**src/rtl/div_clk_monitor_if.sv**
```systemverilog
// div_clk_monitor_if
// Groups the signals of one divided-clock measurement channel.
//   clk_div_in : divided clock under test (sampled as data)
//   start      : one-cycle request to open a measurement window
//   win_len    : window length in clk cycles, taken when start is accepted
//   busy       : window open
//   done       : one-cycle pulse, results valid
//   edge_cnt   : rising edges seen in the last window
//   high_cnt   : cycles sampled high in the last window
//   sat        : a counter saturated in the last window
// Modports: master drives the request side, slave is the monitor.
interface div_clk_monitor_if #(
    parameter int CW = 16
);
    logic          clk_div_in;
    logic          start;
    logic [CW-1:0] win_len;
    logic          busy;
    logic          done;
    logic [CW-1:0] edge_cnt;
    logic [CW-1:0] high_cnt;
    logic          sat;

    modport master (
        output clk_div_in, start, win_len,
        input  busy, done, edge_cnt, high_cnt, sat
    );

    modport slave (
        input  clk_div_in, start, win_len,
        output busy, done, edge_cnt, high_cnt, sat
    );
endinterface

```
**src/rtl/div_clk_monitor.sv**
```systemverilog
// div_clk_monitor
// Measures a divided clock (treated as data) over a window of win_len clk
// cycles: counts rising edges and high samples, with saturating counters.
// Ports:
//   clk       : system clock, rising edge
//   rst       : synchronous, active-high reset
//   bus       : div_clk_monitor_if.slave (request, status and results)
//   dbg_state : current FSM state (0 IDLE, 1 MEASURE, 2 DONE)
// Build option: define DIV_CLK_MONITOR_SYNC_EN to put clk_div_in through a
// 2-flop synchronizer ahead of the sample register (2 extra cycles of
// sample latency). Without it the input is registered once. FSM timing is
// the same in both builds.
//
// Handshake: start is a one-cycle request, honoured only in IDLE and
// ignored otherwise (never queued). Once accepted, busy is high for exactly
// win_len cycles, then done pulses for one cycle with edge_cnt, high_cnt
// and sat already valid; those results hold until the next done pulse.
// win_len == 0 skips straight to the done pulse with zero results.
module div_clk_monitor #(
    parameter int CW = 16
) (
    input  logic                 clk,
    input  logic                 rst,
    div_clk_monitor_if.slave     bus,
    output logic [1:0]           dbg_state
);
    typedef enum logic [1:0] {
        IDLE    = 2'd0,
        MEASURE = 2'd1,
        DONE    = 2'd2
    } state_t;

    localparam logic [CW-1:0] CNT_MAX = '1;

    state_t        state;
    logic          samp;
    logic          prev;
    logic [CW-1:0] remain;
    logic [CW-1:0] edge_acc;
    logic [CW-1:0] high_acc;
    logic          sat_acc;
    logic [CW-1:0] edge_nxt;
    logic [CW-1:0] high_nxt;
    logic          sat_nxt;

    assign dbg_state = state;

    // Sample history runs regardless of FSM state so that an edge on the
    // first window cycle is seen against the sample before it.
`ifdef DIV_CLK_MONITOR_SYNC_EN
    logic sync_a;
    logic sync_b;

    always_ff @(posedge clk) begin
        if (rst) begin
            sync_a <= 1'b0;
            sync_b <= 1'b0;
            samp   <= 1'b0;
            prev   <= 1'b0;
        end else begin
            sync_a <= bus.clk_div_in;
            sync_b <= sync_a;
            samp   <= sync_b;
            prev   <= samp;
        end
    end
`else
    always_ff @(posedge clk) begin
        if (rst) begin
            samp <= 1'b0;
            prev <= 1'b0;
        end else begin
            samp <= bus.clk_div_in;
            prev <= samp;
        end
    end
`endif

    // Next accumulator values for the current sample; a counter already at
    // its maximum stays there and flags saturation instead of wrapping.
    always_comb begin
        edge_nxt = edge_acc;
        high_nxt = high_acc;
        sat_nxt  = sat_acc;
        if (samp && !prev) begin
            if (edge_acc == CNT_MAX) sat_nxt  = 1'b1;
            else                     edge_nxt = edge_acc + 1'b1;
        end
        if (samp) begin
            if (high_acc == CNT_MAX) sat_nxt  = 1'b1;
            else                     high_nxt = high_acc + 1'b1;
        end
    end

    always_ff @(posedge clk) begin
        if (rst) begin
            state        <= IDLE;
            remain       <= '0;
            edge_acc     <= '0;
            high_acc     <= '0;
            sat_acc      <= 1'b0;
            bus.busy     <= 1'b0;
            bus.done     <= 1'b0;
            bus.edge_cnt <= '0;
            bus.high_cnt <= '0;
            bus.sat      <= 1'b0;
        end else begin
            case (state)
                IDLE: begin
                    bus.done <= 1'b0;
                    if (bus.start) begin
                        edge_acc <= '0;
                        high_acc <= '0;
                        sat_acc  <= 1'b0;
                        if (bus.win_len == '0) begin
                            state        <= DONE;
                            bus.done     <= 1'b1;
                            bus.edge_cnt <= '0;
                            bus.high_cnt <= '0;
                            bus.sat      <= 1'b0;
                        end else begin
                            state    <= MEASURE;
                            bus.busy <= 1'b1;
                            remain   <= bus.win_len;
                        end
                    end
                end
                MEASURE: begin
                    edge_acc <= edge_nxt;
                    high_acc <= high_nxt;
                    sat_acc  <= sat_nxt;
                    remain   <= remain - 1'b1;
                    // Last sample: publish results together with done so
                    // they are valid for the whole DONE cycle.
                    if (remain == CW'(1)) begin
                        state        <= DONE;
                        bus.busy     <= 1'b0;
                        bus.done     <= 1'b1;
                        bus.edge_cnt <= edge_nxt;
                        bus.high_cnt <= high_nxt;
                        bus.sat      <= sat_nxt;
                    end
                end
                DONE: begin
                    bus.done <= 1'b0;
                    state    <= IDLE;
                end
                default: begin
                    state    <= IDLE;
                    bus.busy <= 1'b0;
                    bus.done <= 1'b0;
                end
            endcase
        end
    end
endmodule

```
**src/flat_wrapper.sv**
```systemverilog
// flat-port wrapper written by rule: the top's interface ports become plain ports
module div_clk_monitor_flat 
#(
    parameter int CW = 16
)
  (clk, rst, dbg_state, bus_clk_div_in, bus_start, bus_win_len, bus_busy, bus_done, bus_edge_cnt, bus_high_cnt, bus_sat);
  div_clk_monitor_if #(.CW(CW)) bus_i ();
  input  logic clk;
  input  logic rst;
  output logic [1:0] dbg_state;
  input wire logic [$bits(bus_i.clk_div_in)-1:0] bus_clk_div_in;
  input wire logic [$bits(bus_i.start)-1:0] bus_start;
  input wire logic [$bits(bus_i.win_len)-1:0] bus_win_len;
  output wire logic [$bits(bus_i.busy)-1:0] bus_busy;
  output wire logic [$bits(bus_i.done)-1:0] bus_done;
  output wire logic [$bits(bus_i.edge_cnt)-1:0] bus_edge_cnt;
  output wire logic [$bits(bus_i.high_cnt)-1:0] bus_high_cnt;
  output wire logic [$bits(bus_i.sat)-1:0] bus_sat;
  assign bus_i.clk_div_in = bus_clk_div_in;
  assign bus_i.start = bus_start;
  assign bus_i.win_len = bus_win_len;
  assign bus_busy = bus_i.busy;
  assign bus_done = bus_i.done;
  assign bus_edge_cnt = bus_i.edge_cnt;
  assign bus_high_cnt = bus_i.high_cnt;
  assign bus_sat = bus_i.sat;
  div_clk_monitor #(.CW(CW)) u_core (.clk(clk), .rst(rst), .bus(bus_i), .dbg_state(dbg_state));
endmodule
```
**config.mk**
```make
export PLATFORM = sky130hd
export DESIGN_NAME = div_clk_monitor_flat
export DESIGN_NICKNAME = d
export VERILOG_FILES = /design/src/rtl/div_clk_monitor_if.sv /design/src/rtl/div_clk_monitor.sv /design/src/flat_wrapper.sv
export SDC_FILE = /design/constraint.sdc
export NUM_CORES = 1
export LEC_CHECK = 0
export CAP_MARGIN = 20
export CORE_ASPECT_RATIO = 0.5
export CORE_MARGIN = 1
export CORE_UTILIZATION = 55
export DETAILED_ROUTE_END_ITERATION = 12
export GPL_ROUTABILITY_DRIVEN = 0
export PLACE_DENSITY = 0.76
export SYNTH_ARGS = -nofsm -noshare
export SYNTH_HDL_FRONTEND = slang
export SYNTH_SLANG_ARGS = --single-unit
```
**constraint.sdc**
```tcl
create_clock -name clk -period 3.15 [get_ports clk]
set_input_delay 0.63 -clock clk [delete_from_list [all_inputs] [get_ports clk]]
set_output_delay 0.63 -clock clk [all_outputs]
set_load 0.01 [all_outputs]
```
==> results of run 1 <==
sequential cells by signal, indices dropped and copies added (netlist names):
register / cells
u_core.high_acc: 16
u_core.prev: 1
u_core.dbg_state: 2
u_core.remain: 16
u_core.edge_acc: 16
u_core.bus.high_cnt: 16
u_core.bus.edge_cnt: 16
u_core.samp: 1
u_core.sat_acc: 1
u_core.bus.sat: 1
u_core.bus.busy: 1
u_core.bus.done: 1
per-stage QoR:
step	hold WS, ps	std cells	power [mW]
2_1_floorplan	436	544	1.48
3_3_place_gp	443	681	1.59
3_5_place_dp	446	681	1.60
4_1_cts	455	697	2.72
5_1_grt	478	697	2.83
6_report	458	697	2.72
worst max-delay path, cell delays in order (launching register included):
cell	delay (ps)
dfxtp_1	430
ha_1	170
or3b_2	490
or3_1	440
o32ai_4	330
nor2_2	190
buf_12	210
a22o_1	220
synthesized netlist by cell type (all sizes together), types with 9 or more instances:
cell      n  area [µm²]
o2bb2ai  19         166
a21oi    45         225
or3      10        67.6
xor2      9        78.8
nor2     40         153
mux2i     9        90.1
o32ai     9        97.6
nor4     15         100
o21ai    25         125
dfxtp    88        1760
buf       9        51.3
inv       9        33.8
nand4    16         100
nand2    44         165
xnor2     9        78.8
nand3    22         110
nor3     22         110
a22o     12         105
clkbuf   31         116
final timing paths:
check,end,slack (ps),cells after the start
hold reg to reg,u_core.bus.high_cnt[5],460,1
hold / removal,u_core.bus.high_cnt[5],460,1
setup reg to reg,u_core.bus.high_cnt[7],550,7
setup / recovery,u_core.bus.high_cnt[7],550,7
power breakdown:
| group | total, mW | switching [mW] | internal [mW] | leakage, nW |
|---|---|---|---|---|
| Combinational | 0.400 | 0.247 | 0.153 | 1.00 |
| Sequential | 1.18 | 0.0379 | 1.14 | 0.713 |
| Clock | 1.13 | 0.419 | 0.716 | 0.154 |
cell families after synthesis:
family / synth area share
AO/OA/AOI/OAI: 0.265
XOR/XNOR: 0.0347
adder cells (fa/ha/maj): 0.0110
buffers and inverters: 0.0444
flip-flops: 0.388
multiplexers: 0.0199
AND/OR/NAND/NOR: 0.237
final cells by class:
cell class | count | share of cell area
Tap cell | 108 | 0.0246
Inverter | 9 | 0.00615
Sequential cell | 88 | 0.321
Timing Repair Buffer | 69 | 0.121
Multi-Input combinational cell | 407 | 0.470
Clock inverter | 3 | 0.0118
Clock buffer | 13 | 0.0456
routing by layer:
layer	track usage	part of all wire
met5	0	0
met4	0.0848	0.013
met3	0.0696	0.070
met2	0.469	0.45
met1	0.381	0.47
==> impl_metrics.json, run 1 <==
{
  "outcome": "finished, final reports clean",
  "ff_latch_area_um2": 1760,
  "wl_per_cell_um": 16.6,
  "ctsRootBufferMaster": "clkbuf_16",
  "coreArea_um2": 7650,
  "final_util": 0.718,
  "drc": 0,
  "synthFlopType": "dfxtp_1",
  "worst_pin_slew_ps": 780,
  "rows": 22,
  "insertion_delay_ps": 340,
  "critical_path_required_ps": 3380,
  "p_leak_nw": 1.87,
  "fill_cells": 651,
  "numCtsBuffers": 9,
  "final_cell_mix": "dfxtp_1, clkdlybuf4s50_1, a21oi_1",
  "final_cell_area_um2": 5490,
  "start_util": 0.593,
  "min-delay-start": "u_core.bus.high_cnt[5]",
  "first_iter_violations": 353,
  "post-route-min-period_ps": 2600,
  "relSlewSlack": 0.475,
  "multi_input_area_um2": 2580,
  "clkSlewWorstSetupHoldPaths_ps": 60,
  "fin_skew_ps": 6.25,
  "fmaxAchievable_mhz": 384,
  "synthArstFlopShare": 0,
  "avgSynthCellArea_um2": 8.34,
  "syn2layout_area_growth_pct": 21.0,
  "crit_start": "u_core.remain[0]",
  "diodes": 0,
  "final_nets": 608,
  "start_kind": "register",
  "clk_path_buf_depth": 2,
  "grt_pass1_wl_um": 19000,
  "vias_per_cell": 6.31,
  "final_common_cell": "dfxtp_1",
  "netlist_area_um2": 4540,
  "synth_edf_count": 0,
  "cp_max_fo": 21,
  "grt_pass1_vias": 3956,
  "die_y_um": 66.2,
  "cp-end-kind": "register",
  "ys_types": 59,
  "detail-route-antenna-nets": 0,
  "place_hpwl_um": 8080,
  "maxCapViolCount": 0,
  "grt_usage": 0.289,
  "hold_path_class": "register to register",
  "yosys_warnings": 0,
  "postCtsSetupRepairBufs": 0,
  "setup_viol_count_final": 0,
  "die_x_um": 130,
  "cts_resized": 0,
  "worst_slack_ps": 549,
  "dieArea_um2": 8640,
  "hold_buffers": 0,
  "grt_overflow": 0,
  "yosysSeqAreaShare": 0.388,
  "clock_sinks": 88,
  "ys_seq_elements": 88,
  "io-pin-count": 57,
  "cts_tree": "done",
  "detail_route.wirelength_um": 11600,
  "place_area_um2": 5180,
  "cp.arrival_ps": 2830,
  "ir_drop_v": 0.000332,
  "grt_start_max_net_pins": 39,
  "power-per-cell-area_nw_per_um2": 495,
  "finalMaxSlewViolations": 0,
  "hold_violations": 0,
  "rsz0062_at_grt": "no",
  "num_vias": 4395,
  "portBuffers": 56,
  "preCtsSetupSlack_ps": 527,
  "synth_nets": 568,
  "reg2reg_from": "u_core.remain[0]",
  "critical_path_class": "register to register",
  "htree_levels": 3,
  "synthCells": 544,
  "drive_above_1_share": 0.0713,
  "antenna_found_initial": 0,
  "min_period_over_period": 0.826,
  "drt_pass1_iterations": 7,
  "fin_tns_setup_ps": 0
}
Note: power is estimated with default switching activity, not from simulation.
==> run 2: changes to the inputs <==
clock period = 2.5 ns   (was 3.15 ns; I/O delays follow)
==> impl_metrics.json, run 2 (same netlist as run 1, synthesis figures left out) <==
{
  "outcome": "finished, final reports clean",
  "syn2layout_area_growth_pct": 22.8,
  "crit_slowest_cell": "or3b_2",
  "clk_path_buf_depth": 2,
  "hold_buffers": 0,
  "cp.arrival_ps": 2600,
  "htree_levels": 3,
  "cts_tree": "done",
  "fin_skew_ps": 10.5,
  "path_cells": "inv_1 -> ha_1 -> or3b_2 -> or3_4 -> o32ai_4 -> nor2_2 -> buf_4 -> a22o_1",
  "grt_start_max_net_pins": 38,
  "rsz0062_at_grt": "no",
  "die_y_um": 66.2,
  "detail_route.wirelength_um": 11800,
  "preCtsSetupSlack_ps": 137,
  "hold_path_class": "register to register",
  "rows": 22,
  "clock_sinks": 88,
  "vias_per_cell": 6.29,
  "detail-route-antenna-nets": 0,
  "wl_per_cell_um": 16.7,
  "ctsRootBufferMaster": "clkbuf_16",
  "io-pin-count": 57,
  "final_util": 0.728,
  "drive_above_1_share": 0.0918,
  "start_util": 0.593,
  "start_kind": "register",
  "dieArea_um2": 8640,
  "drt_pass1_iterations": 5,
  "layout.cells.non_filler": 707,
  "grt_pass1_wl_um": 19100,
  "num_vias": 4447,
  "hold_violations": 0,
  "worst_pin_slew_ps": 802,
  "grt_usage": 0.289,
  "max_stage_delay_ps": 490,
  "finalMaxSlewViolations": 0,
  "min_period_over_period": 0.947,
  "clkSlewWorstSetupHoldPaths_ps": 60,
  "maxCapViolCount": 0,
  "insertion_delay_ps": 350,
  "fmaxAchievable_mhz": 422,
  "cp-end-kind": "register",
  "numCtsBuffers": 9,
  "place_inst": 692,
  "setup_viol_count_final": 0,
  "grt_overflow": 0,
  "diodes": 0,
  "drc": 0,
  "cp_max_fo": 16,
  "final_cell_area_um2": 5570,
  "power-per-cell-area_nw_per_um2": 611,
  "coreArea_um2": 7650,
  "critical_path_required_ps": 2730,
  "first_iter_violations": 346,
  "post-route-min-period_ps": 2370,
  "fin_tns_setup_ps": 0,
  "die_x_um": 130,
  "final_nets": 619,
  "multi_input_area_um2": 2580,
  "final_common_cell": "dfxtp_1",
  "critical_path_class": "register to register",
  "p_leak_nw": 1.92,
  "antenna_found_initial": 0,
  "fill_cells": 654,
  "ir_drop_v": 0.000345,
  "relSlewSlack": 0.459,
  "worst_slack_ps": 133,
  "place_area_um2": 5260,
  "final_cell_mix": "dfxtp_1, clkdlybuf4s50_1, a21oi_1",
  "grt_pass1_vias": 3966,
  "ff_latch_area_um2": 1760,
  "place_hpwl_um": 8410,
  "portBuffers": 56
}
[run 2: path summary, 6_finish.rpt]
check,from,end,slack [ps],cells after the start
setup / recovery,u_core.remain[1],u_core.bus.edge_cnt[4],130,8
hold / removal,u_core.bus.high_cnt[3],u_core.bus.high_cnt[3],460,1
setup reg to reg,u_core.remain[1],u_core.bus.edge_cnt[4],130,8
hold reg to reg,u_core.bus.high_cnt[3],u_core.bus.high_cnt[3],460,1
[run 2: worst max-delay path, delay by kind of cell, from the launching register on]
| family | cells | cell delay [ps] |
|---|---|---|
| AO/OA/AOI/OAI | 2 | 480 |
| adder cells (fa/ha/maj) | 1 | 150 |
| buffers and inverters | 2 | 310 |
| flip-flops | 1 | 330 |
| AND/OR/NAND/NOR | 3 | 990 |
[run 2: repair_timing]
action                     4_1_cts  5_1_grt
setup buffers                    0        0
gates resized for setup          0        2
setup endpoints to repair        0        2
[run 2: through the flow]
stage	hold slack (ps)	power [mW]
6_report	461	3.40
5_1_grt	477	3.54
4_1_cts	467	3.41
3_5_place_dp	449	2.04
3_3_place_gp	445	2.04
2_1_floorplan	436	1.86
[run 2: layout make-up]
| cell class | instances | share of cell area |
|---|---|---|
| Multi-Input combinational cell | 407 | 0.464 |
| Tap cell | 108 | 0.0243 |
| Clock inverter | 2 | 0.00674 |
| Clock buffer | 13 | 0.0485 |
| Inverter | 9 | 0.00606 |
| Sequential cell | 88 | 0.316 |
| Timing Repair Buffer | 80 | 0.134 |
[run 2: report_power, final]
group          internal [mW]  total, mW  switching, mW
combinational          0.215      0.541          0.326
clock                  0.851       1.38          0.526
sequential              1.44       1.49         0.0442
total                   2.51       3.40          0.896
[run 2: metal layers]
metal,global-route usage,share of wire,vias to the layer above
met4,0.0948,0.014,0
met1,0.375,0.47,2077
met3,0.0688,0.074,16
met5,0,0,-
met2,0.472,0.45,185
li1,-,-,2169
